<file path="src/rtl/fetch_decode_unit.sv">
// Fetch/decode front end for a 16x8 instruction memory with a 1-cycle registered read.
// Optional indirect operand fetch is enabled by defining FETCH_INDIRECT_EN.
//
//   state | meaning
//   F_REQ | instruction read strobe on mem_addr=pc
//   F_CAP | capture IR from memory, advance pc
//   DEC   | decode; pick direct or indirect operand path
//   I_REQ | operand pointer read strobe on IR[3:0]
//   I_CAP | capture effective address from memory
//   ISSUE | instr_valid high until the execute stage accepts
module fetch_decode_unit (
    input  logic       clk,
    input  logic       rst_n,
    output logic       mem_read,
    output logic [3:0] mem_addr,
    input  logic [7:0] mem_rdata,
    output logic       instr_valid,
    input  logic       instr_ready,
    output logic [2:0] opcode,
    output logic       ind,
    output logic       reg_ref,
    output logic [3:0] eff_addr,
    output logic [3:0] pc,
    input  logic       branch_en,
    input  logic [3:0] branch_addr
);

    typedef enum logic [2:0] {
        F_REQ,
        F_CAP,
        DEC,
`ifdef FETCH_INDIRECT_EN
        I_REQ,
        I_CAP,
`endif
        ISSUE
    } state_t;

    state_t     state;
    logic [7:0] ir;

    assign opcode  = ir[6:4];
    assign ind     = ir[7];
    assign reg_ref = (ir[6:4] == 3'b111);

    always_ff @(posedge clk or negedge rst_n) begin
        if (!rst_n) begin
            state       <= F_REQ;
            pc          <= 4'd0;
            ir          <= 8'd0;
            eff_addr    <= 4'd0;
            instr_valid <= 1'b0;
            mem_read    <= 1'b0;
            mem_addr    <= 4'd0;
        end else begin
            case (state)
                F_REQ: begin
                    // Out of reset the strobe is still low: raise it first, then consume the read.
                    if (mem_read) begin
                        mem_read <= 1'b0;
                        state    <= F_CAP;
                    end else begin
                        mem_read <= 1'b1;
                        mem_addr <= pc;
                    end
                end
                F_CAP: begin
                    ir    <= mem_rdata;
                    pc    <= pc + 4'd1;
                    state <= DEC;
                end
                DEC: begin
`ifdef FETCH_INDIRECT_EN
                    if (ir[7] && (ir[6:4] != 3'b111)) begin
                        mem_read <= 1'b1;
                        mem_addr <= ir[3:0];
                        state    <= I_REQ;
                    end else begin
                        eff_addr    <= ir[3:0];
                        instr_valid <= 1'b1;
                        state       <= ISSUE;
                    end
`else
                    eff_addr    <= ir[3:0];
                    instr_valid <= 1'b1;
                    state       <= ISSUE;
`endif
                end
`ifdef FETCH_INDIRECT_EN
                I_REQ: begin
                    mem_read <= 1'b0;
                    state    <= I_CAP;
                end
                I_CAP: begin
                    eff_addr    <= mem_rdata[3:0];
                    instr_valid <= 1'b1;
                    state       <= ISSUE;
                end
`endif
                ISSUE: begin
                    if (instr_ready) begin
                        instr_valid <= 1'b0;
                        mem_read    <= 1'b1;
                        state       <= F_REQ;
                        if (branch_en) begin
                            pc       <= branch_addr;
                            mem_addr <= branch_addr;
                        end else begin
                            mem_addr <= pc;
                        end
                    end
                end
                default: begin
                    instr_valid <= 1'b0;
                    mem_read    <= 1'b0;
                    state       <= F_REQ;
                end
            endcase
        end
    end

endmodule

</file>
<file path="config.mk">
export PLATFORM = sky130hd
export DESIGN_NAME = fetch_decode_unit
export DESIGN_NICKNAME = d
export VERILOG_FILES = /design/src/rtl/fetch_decode_unit.sv
export SDC_FILE = /design/constraint.sdc
export NUM_CORES = 1
export LEC_CHECK = 0
export CAP_MARGIN = 20
export CORE_UTILIZATION = 50
export DETAILED_ROUTE_END_ITERATION = 10
export PLACE_DENSITY = 0.85
export SLEW_MARGIN = 10
export SYNTH_ARGS = -nofsm -noshare
export SYNTH_HDL_FRONTEND = slang
export SYNTH_SLANG_ARGS = --single-unit
</file>
<file path="constraint.sdc">
create_clock -name clk -period 3.9 [get_ports clk]
set_input_delay 0.78 -clock clk [delete_from_list [all_inputs] [get_ports clk]]
set_output_delay 0.78 -clock clk [all_outputs]
set_load 0.01 [all_outputs]
</file>
==> After elaboration in Yosys (flattened, before gate mapping) <==
Index checks and enable logic that the tools add are counted.
{ "classes": {"addsub": 1, "eq_ne": 7, "muxes": 13, "bitwise_logic": 2, "reduce_logical": 10} }
{ "ops": {"columns": ["operator", "count"], "rows": [
  ["$pmux 4 s2", 2],
  ["$mux 4", 3],
  ["$pmux 3 s4", 1],
  ["$reduce_and 2->1", 4],
  ["$eq 3x2->1 const B", 2],
  ["$mux 3", 2],
  ["$ne 2x2->1 const B", 3],
  ["$pmux 1 s3", 2],
  ["$add 4x1->4 const B", 1],
  ["$reduce_bool 2->1", 2],
  ["$reduce_or 2->1", 2],
  ["$eq 3x1->1 const B", 1],
  ["$eq 3x3->1 const B", 1],
  ["$logic_not 3->1", 1],
  ["$mux 1", 3],
  ["$reduce_and 3->1", 1],
  ["$not 1->1", 2]
]} }
{ "totals": {"ff_bits": 25, "word_cells": 40} }

==> Longest topological paths before layout <==
Gate-level depths: netlist (run 1).
{ "depth": {"depth_word": 4, "depth_mapped": 7, "ltp_nobuf": 6} }

==> Worst setup path after synthesis (run 1) <==
Ideal clock, no wire load.
{ "synth_timing": {"path_kind": "input to register", "startpoint": "input port instr_ready", "endpoint": "register instr_valid", "t_arrival_ps": 1301, "path_slack_ps": 2474, "path_stages": 3, "path_buffers": 0, "path_cell_list": "nand2b_1 > nand2_1 > mux2_2"} }
{ "synth_between": {"elab_chain_len": 2} }
{ "synth_rtl": {"columns": ["item", "line", "rtl"], "rows": [
  ["from (decl)", "18", "input logic instr_ready,"],
  ["$ne 2x2->1 (no line)", null, null],
  ["$reduce_and 2->1 (no line)", null, null],
  ["to (signal assigned)", "52", "instr_valid <= 1'b0;"],
  ["to (signal assigned)", "85", "instr_valid <= 1'b1;"],
  ["to (signal assigned)", "102", "instr_valid <= 1'b0;"],
  ["to (decl)", "17", "output logic instr_valid,"]
]} }
Every way passes these cells.
A chain may end at the register's enable or synchronous reset.

==> Worst setup path after layout (run 1) <==
{ "layout_timing": {"startpoint": "register pc[0]", "endpoint": "output port pc[0]"} }
{ "layout_lines": {"columns": ["item", "line", "rtl"], "rows": [
  ["from (decl)", "23", "output logic [3:0] pc,"],
  ["from (signal assigned)", "69", "pc <= pc + 4'd1;"],
  ["from (signal assigned)", "106", "pc <= branch_addr;"]
]} }
No word-level cell between the ends.

==> results.json, run 1 <==
{
  "final_antenna_net_count": 0,
  "slew_headroom_pct": 64.76,
  "holdCritPathClass": "reg -> reg",
  "nets": 162,
  "avgSynthCellArea_um2": 11.53,
  "die_area_mm2": 0.002623,
  "hold_viol": 0,
  "clk_latency_ns": 0.32,
  "synth_common_cells": "dfrtp_1 (24), mux2_2 (14), nand2_1 (8), nor2_1 (8)",
  "crit_fanout": 6,
  "cp_data_required_time_ns": 3.12,
  "wl_mm": 2.476,
  "fmax_mhz": 457.1,
  "first_pass_iters": 4,
  "cts-htree-levels": 1,
  "rsz0062_at_grt": "no",
  "syn-num-nets": 127,
  "timing.final.ws_setup_ns": 1.712,
  "core_mm2": 0.002255,
  "critical_path_buf_inv_count": 1,
  "crit_slowest_cell": "clkdlybuf4s50_1",
  "finalMaxSlewViolations": 0,
  "drcViolationCount": 0,
  "track_usage_pct": 22.02,
  "syn_inst": 105,
  "status": "finished clean",
  "synth_cell_types": 23,
  "layout_worst_path_cycle_share_pct": 56.09,
  "cts.sinks": 24,
  "ios": 35,
  "worst_clock_skew_ns": 0.0009155,
  "start_util_pct": 53.72,
  "antenna_found_initial": 0,
  "crit_chain": "clkdlybuf4s50_1",
  "tns_ns": 0,
  "worstSetupEndpointType": "output port",
  "synth_enable_flop_cells": 0,
  "setup_viol": 0,
  "vias": 926,
  "vias_per_cell": 5.545,
  "crit_family": "buffers and inverters",
  "grt_max_degree": 25,
  "maxCapViolations": 0,
  "layout-drive-gt1-share_pct": 15.83,
  "synth_largest_area_cell": "dfrtp_1",
  "path_class": "reg -> out",
  "synth.most_common_cell": "dfrtp_1",
  "pre_cts_ws_ns": 1.786,
  "timing.hold.ws_ns": 0.4942,
  "syn2layout_area_growth_pct": 33.37,
  "die_y_um": 51.22,
  "grt_use_met1_pct": 23.85,
  "use_met2_pct": 42.54,
  "crit_path_start_kind": "register",
  "ys_warn_count": 0,
  "avgRoutedWirePerCell_um": 14.83,
  "fp-row-count": 17,
  "first_global_vias": 993,
  "place_congestion": 0.7748,
  "hold_buffers": 0,
  "cts_made_buffers": 3,
  "path_clk_slew_ns": 0.13,
  "drt_iter0_drc": 13,
  "dp_hpwl_mm": 1.757,
  "n_fill_cell": 177,
  "worst_slew_pin_slew_ns": 0.5286,
  "async_flop_share_pct": 100.0,
  "max_stage_delay_ns": 0.59,
  "multi_input_area_um2": 560.5,
  "seqCellArea_um2": 600.6,
  "synthTopCellsByArea": "dfrtp_1 (50%), mux2_2 (13%), ha_1 (6.2%)",
  "post-cts-setup-buffers": 0,
  "ys_seq_area_share_pct": 49.59,
  "cts.repair.resized": 0,
  "cts_root_buffer": "clkbuf_4",
  "p_per_area_mw_per_mm2": 869.4,
  "peakVddDrop_mv": 0.5380,
  "synth_top_area_share_pct": 49.59,
  "period_needed_ns": 2.188,
  "p_leak_uw": 0.0006988,
  "gr-max-usage-layer": "met2",
  "port_buffers": 34,
  "synth_area_mm2": 0.001211,
  "grt_pass1_wl_mm": 4.298,
  "cts_tree": "yes",
  "gr-total-overflow": 0,
  "diodes": 0,
  "crit_arrival_ns": 1.41,
  "die_width_um": 51.22,
  "synth_seq_cells": 24,
  "clk_path_buf_depth": 2,
  "synthFlopType": "dfrtp_1",
  "use_met3_pct": 4.167
}
==> final timing paths <==
path | start | endpoint | slack [ns] | cells after the start
setup / recovery | pc[0] | pc[0] | 1.71 | 1
hold / removal | mem_addr[2] | mem_addr[2] | 0.49 | 2
setup reg to reg | state[1] | pc[3] | 2.11 | 6
hold reg to reg | mem_addr[2] | mem_addr[2] | 0.49 | 2
max in group asynchronous | rst_n | state[1] | 2.76 | 2
min in group asynchronous | rst_n | mem_addr[2] | 0.71 | 1
==> sequential cells by signal, indices dropped and copies added, names as in the netlist <==
register	flops
instr_valid	1
state	2
mem_addr	4
eff_addr	4
mem_read	1
pc	4
ir	8
==> through the flow <==
stage / utilization, % / cell area (um2) / cells / power (uW)
detailed placement: 68.65 / 1548 / 162 / 1226
global placement: 68.65 / 1548 / 162 / 1186
finish: 71.64 / 1615 / 167 / 1404
floorplan: - / 1211 / 105 / 950.9
CTS: 70.98 / 1600 / 166 / 1416
global route: 71.64 / 1615 / 167 / 1507
==> logic make-up after synthesis <==
| logic type | Yosys count | share of synthesized area, % |
|---|---|---|
| compound gates | 19 | 9.607 |
| fa+ha+maj | 6 | 6.198 |
| flops | 24 | 49.59 |
| buf+inv | 8 | 4.132 |
| simple gates | 28 | 11.47 |
| mux | 20 | 19.01 |
==> power by group <==
group	switching (uW)	leakage [uW]	internal [uW]	total (uW)
Clock	77.3	0.0000279	104	181
Combinational	335	0.000385	413	749
Sequential	97.7	0.000286	377	474
==> cells in the final DEF, fill, tap and decap left out <==
cell type | netlist | layout
a21oi_1 | 5 | 5
and3_1 | 1 | 1
buf_8 | 0 | 1
bufinv_16 | 0 | 1
clkbuf_4 | 0 | 3
clkdlybuf4s50_1 | 0 | 34
dfrtp_1 | 24 | 24
ha_1 | 6 | 6
inv_1 | 3 | 3
mux2_2 | 14 | 14
mux2i_1 | 5 | 5
mux2i_4 | 1 | 1
nand2_1 | 8 | 8
nand2b_1 | 5 | 5
nand3_1 | 1 | 1
nor2_1 | 8 | 8
nor2b_1 | 3 | 3
nor3_2 | 1 | 1
nor3b_1 | 1 | 1
o21ai_0 | 6 | 6
o21ai_2 | 1 | 1
o221a_1 | 1 | 1
o22ai_1 | 5 | 5
o32a_1 | 1 | 1
==> routing by layer <==
layer / wire, um / part of all wire, %
met5: 0 / 0
met4: 36 / 1.5
met3: 111 / 4.5
met2: 1319 / 53
met1: 1009 / 41
==> area by class of cell <==
class                           instances  share of cell area, %
Sequential cell                        24                  37.18
Multi-Input combinational cell         73                  34.70
Timing Repair Buffer                   35                  22.00
Clock buffer                            3                  1.394
Clock inverter                          1                  1.859
Tap cell                               28                  2.169
Inverter                                3                 0.6971
Note: power is estimated with default switching activity, not from simulation.
==> run 2, diff against run 1 <==
--- a/config.mk
+++ b/config.mk
@@ -6,9 +6,9 @@
 export NUM_CORES = 1
 export LEC_CHECK = 0
 export CAP_MARGIN = 20
-export CORE_UTILIZATION = 50
+export CORE_UTILIZATION = 42
 export DETAILED_ROUTE_END_ITERATION = 10
-export PLACE_DENSITY = 0.85
+export PLACE_DENSITY = 0.76
 export SLEW_MARGIN = 10
 export SYNTH_ARGS = -nofsm -noshare
 export SYNTH_HDL_FRONTEND = slang
==> constraint.sdc (replaced) <==
create_clock -name clk -period 1.85 [get_ports clk]
set_input_delay 0.37 -clock clk [delete_from_list [all_inputs] [get_ports clk]]
set_output_delay 0.37 -clock clk [all_outputs]
set_load 0.01 [all_outputs]
==> run 2 against run 1 <==
Combinational power increased by 110%. Final cell count rose by 2.4%. Sequential cell count did not move. Design area is 0.77% lower. Hold slack lost 0.10 ns. Largest cell class unchanged. Largest power group unchanged.
==> results.json, run 2 (synthesis results as in run 1) <==
{
  "status": "finished clean",
  "tns_ns": 0,
  "cts-htree-levels": 1,
  "layout_worst_path_cycle_share_pct": 96.24,
  "avgRoutedWirePerCell_um": 14.31,
  "crit_slowest_cell": "clkdlybuf4s50_1",
  "cts_made_buffers": 3,
  "path_clk_slew_ns": 0.13,
  "n_fill_cell": 250,
  "ios": 35,
  "holdCritPathClass": "in -> async",
  "place_congestion": 0.7670,
  "power_frac_seq_pct": 35.1,
  "cts_root_buffer": "clkbuf_4",
  "clk_path_buf_depth": 2,
  "fp-row-count": 19,
  "rsz0062_at_grt": "no",
  "nets": 163,
  "r2r_start": "state[1]",
  "p_leak_uw": 0.0006944,
  "largest_register": "ir",
  "max_stage_delay_ns": 0.59,
  "cts.repair.resized": 0,
  "p_sw_uw": 1051,
  "cp_data_required_time_ns": 1.48,
  "crit_path_start_kind": "register",
  "power.share.clock_pct": 9.9,
  "use_met3_pct": 4.651,
  "hold_buffers": 0,
  "cts_tree": "yes",
  "p_per_area_mw_per_mm2": 1776,
  "syn2layout_area_growth_pct": 32.33,
  "p_total_uw": 2847,
  "clk_latency_ns": 0.32,
  "layout-drive-gt1-share_pct": 16.43,
  "first_global_vias": 959,
  "post-cts-setup-buffers": 0,
  "grt_use_met1_pct": 19.88,
  "worst_clock_skew_ns": 0.004032,
  "first_pass_iters": 4,
  "pre_cts_ws_ns": 0.2098,
  "die_width_um": 55.70,
  "path_class": "reg -> out",
  "timing.final.ws_setup_ns": 0.06954,
  "netSwitchingFraction_pct": 36.91,
  "grt_pass1_wl_mm": 4.229,
  "vias_per_cell": 5.281,
  "slew_headroom_pct": 76.08,
  "drt_iter0_drc": 3,
  "core_mm2": 0.002734,
  "dp_hpwl_mm": 1.839,
  "layout_common_cells": "clkdlybuf4s50_1 (34), dfrtp_1 (24), mux2_2 (14)",
  "die_area_mm2": 0.003102,
  "start_util_pct": 44.30,
  "p_int_uw": 1796,
  "die_y_um": 55.70,
  "final_common_cell": "clkdlybuf4s50_1",
  "vias": 903,
  "largest_reg_flops": 8,
  "diodes": 0,
  "drcViolationCount": 0,
  "cts.sinks": 24,
  "grt_max_degree": 25,
  "crit_fanout": 6,
  "hold_viol": 0,
  "critical_path_buf_inv_count": 1,
  "peakVddDrop_mv": 1.074,
  "maxCapViolations": 0,
  "use_met2_pct": 31.33,
  "setup_viol": 0,
  "crit_family": "buffers and inverters",
  "finalMaxSlewViolations": 0,
  "port_buffers": 34,
  "gr-max-usage-layer": "met2",
  "p_comb_share_pct": 55.0,
  "worst_slew_pin_slew_ns": 0.3588,
  "crit_arrival_ns": 1.41,
  "crit_chain": "clkdlybuf4s50_1",
  "wl_mm": 2.447,
  "worstSetupEndpointType": "output port",
  "fmax_mhz": 561.7,
  "startpoint": "pc[0]",
  "antenna_found_initial": 0,
  "final_antenna_net_count": 0,
  "track_usage_pct": 17.35,
  "period_needed_ns": 1.780,
  "gr-total-overflow": 0
}
==> run 2: cell types whose count changed in the layout (fill, tap and decap cells not counted) <==
cell | previous run | this run
buf_4 | 0 | 2
buf_8 | 1 | 0
bufinv_16 | 1 | 0
clkbuf_8 | 0 | 1
==> run 2: cell type report <==
type                            count  area [um2]  share of cell area [%]
Multi-Input combinational cell     73       560.5                   34.97
Sequential cell                    24       600.6                   37.47
Tap cell                           31       38.79                   2.420
Clock buffer                        4       36.28                   2.264
Inverter                            3       11.26                  0.7026
Timing Repair Buffer               36       355.3                   22.17
==> run 2: path summary, 6_finish.rpt <==
| check | endpoint | slack, ns | cells past startpoint |
|---|---|---|---|
| max in group asynchronous | ir[3] | 1.23 | 2 |
| setup reg to reg | pc[3] | 0.22 | 6 |
| hold reg to reg | mem_addr[2] | 0.50 | 2 |
| hold / removal | pc[3] | 0.39 | 2 |
| setup / recovery | pc[0] | 0.07 | 1 |
| min in group clk | mem_addr[2] | 0.50 | 2 |
==> run 2: power by group through the flow <==
stage                     sequential [uW]  combinational, uW  clock, uW
after floorplan                      1040                965          0
final                                1000               1570        281
after global placement                997               1530          0
after global routing                 1040               1730        304
after detailed placement             1020               1580          0
after CTS                            1000               1580        291
==> run 2: through the flow <==
step | cell area, um2 | util, % | hold WS [ns] | instances
global placement | 1567 | 57.30 | 0.4705 | 167
global route | 1603 | 58.63 | 0.4160 | 171
CTS | 1603 | 58.63 | 0.3895 | 171
detailed placement | 1567 | 57.30 | 0.4875 | 167
finish | 1603 | 58.63 | 0.3907 | 171
floorplan | 1211 | - | 0.07441 | 105
==> run 2: routing by layer <==
| metal | up-vias | part of all wire (%) |
|---|---|---|
| met2 | 32 | 48 |
| met4 | 0 | 1.4 |
| met5 | - | 0 |
| met3 | 5 | 6.7 |
| li1 | 438 | - |
| met1 | 428 | 44 |
==> run 3, diff against run 2 <==
--- a/config.mk
+++ b/config.mk
@@ -6,10 +6,11 @@
 export NUM_CORES = 1
 export LEC_CHECK = 0
 export CAP_MARGIN = 20
+export CORE_MARGIN = 4
 export CORE_UTILIZATION = 42
 export DETAILED_ROUTE_END_ITERATION = 10
 export PLACE_DENSITY = 0.76
-export SLEW_MARGIN = 10
+export SLEW_MARGIN = 25
 export SYNTH_ARGS = -nofsm -noshare
 export SYNTH_HDL_FRONTEND = slang
 export SYNTH_SLANG_ARGS = --single-unit
==> run 3 against run 2 <==
Utilization shrank 0.51 points. Fmax up 0.85%. Routed wire length rose by 5.9%. Critical path type unchanged. Largest cell class unchanged.
==> results.json, run 3 (synthesis results as in run 1) <==
{
  "worstSetupEndpointType": "output port",
  "syn2layout_area_growth_pct": 32.33,
  "p_leak_uw": 0.0006944,
  "dp_hpwl_mm": 1.965,
  "largest_reg_flops": 8,
  "cts_made_buffers": 3,
  "die_area_mm2": 0.003807,
  "final_common_cell": "clkdlybuf4s50_1",
  "crit_slowest_cell": "clkdlybuf4s50_1",
  "vias_per_cell": 5.275,
  "final_antenna_net_count": 0,
  "start_util_pct": 43.92,
  "first_global_vias": 929,
  "cts.repair.resized": 0,
  "period_needed_ns": 1.765,
  "place_congestion": 0.8737,
  "crit_arrival_ns": 1.40,
  "vias": 902,
  "wl_mm": 2.591,
  "path_clk_slew_ns": 0.14,
  "ios": 35,
  "post-cts-setup-buffers": 0,
  "max_stage_delay_ns": 0.58,
  "clk_latency_ns": 0.32,
  "hold_viol": 0,
  "core_mm2": 0.002758,
  "setup_viol": 0,
  "crit_chain": "clkdlybuf4s50_1",
  "maxCapViolations": 0,
  "first_pass_iters": 4,
  "holdCritPathClass": "in -> async",
  "path_class": "reg -> out",
  "largest_register": "ir",
  "tns_ns": 0,
  "p_total_uw": 2858,
  "crit_family": "buffers and inverters",
  "grt_max_degree": 25,
  "worst_clock_skew_ns": 0.01111,
  "cts-htree-levels": 1,
  "crit_path_start_kind": "register",
  "gr-total-overflow": 0,
  "layout_common_cells": "clkdlybuf4s50_1 (34), dfrtp_1 (24), mux2_2 (14)",
  "track_usage_pct": 15.68,
  "timing.hold.ws_ns": 0.3987,
  "avgRoutedWirePerCell_um": 15.15,
  "peakVddDrop_mv": 1.055,
  "die_width_um": 61.70,
  "clk_path_buf_depth": 2,
  "die_y_um": 61.70,
  "placed_cell_area_mm2": 0.001567,
  "cp_data_required_time_ns": 1.48,
  "worst_slew_pin_slew_ns": 0.3642,
  "status": "finished clean",
  "n_fill_cell": 242,
  "cts.sinks": 24,
  "port_buffers": 34,
  "crit_fanout": 6,
  "finalMaxSlewViolations": 0,
  "diodes": 0,
  "final_area_mm2": 0.001603,
  "layout_worst_path_cycle_share_pct": 95.43,
  "rsz0062_at_grt": "no",
  "fp-row-count": 19,
  "drcViolationCount": 0,
  "critical_path_buf_inv_count": 1,
  "p_per_area_mw_per_mm2": 1783,
  "layout-drive-gt1-share_pct": 16.43,
  "nets": 163,
  "cts_tree": "yes",
  "drt_iter0_drc": 47,
  "grt_pass1_wl_mm": 4.312,
  "antenna_found_initial": 0,
  "hold_buffers": 0,
  "fmax_mhz": 566.4,
  "cts_root_buffer": "clkbuf_4",
  "slew_headroom_pct": 75.72,
  "utilization_pct": 58.12
}
[run 3: path summary, 6_finish.rpt]
kind                                  start     endpoint  slack [ns]  cells after the start
worst max-delay path                  pc[0]        pc[0]        0.08                      1
worst min-delay path                  rst_n        pc[0]        0.40                      2
worst max register to register     state[1]        pc[3]        0.18                      6
worst min register to register  mem_addr[1]  mem_addr[1]        0.50                      2
max in group asynchronous             rst_n  eff_addr[2]        1.20                      2
min in group clk                mem_addr[1]  mem_addr[1]        0.50                      2
[run 3: metrics by stage]
stage / std cells / setup WS (ns)
after floorplan: 105 / 0.4338
after global placement: 167 / 0.1933
after detailed placement: 167 / 0.1839
after CTS: 171 / 0.07016
after global routing: 171 / 0.02513
final: 171 / 0.08455
[run 3: final cells by class]
class	instances	area [um2]	area share, %
Tap cell	31	38.79	2.420
Clock buffer	4	36.28	2.264
Timing Repair Buffer	36	355.3	22.17
Multi-Input combinational cell	73	560.5	34.97
Inverter	3	11.26	0.7026
Sequential cell	24	600.6	37.47
[run 3: layer usage]
metal,up-vias,global-route usage (%),share of wire (%)
met5,-,0,0
met4,0,9.697,2.4
met3,6,3.719,8.0
met2,29,25.26,48
met1,426,18.90,42
li1,441,-,-
[run 3: power by group]
| group | total, uW | switching [uW] | internal [uW] |
|---|---|---|---|
| Combinational | 1580 | 695 | 883 |
| Clock | 284 | 163 | 120 |
| Sequential | 996 | 202 | 794 |
| Total | 2860 | 1060 | 1800 |
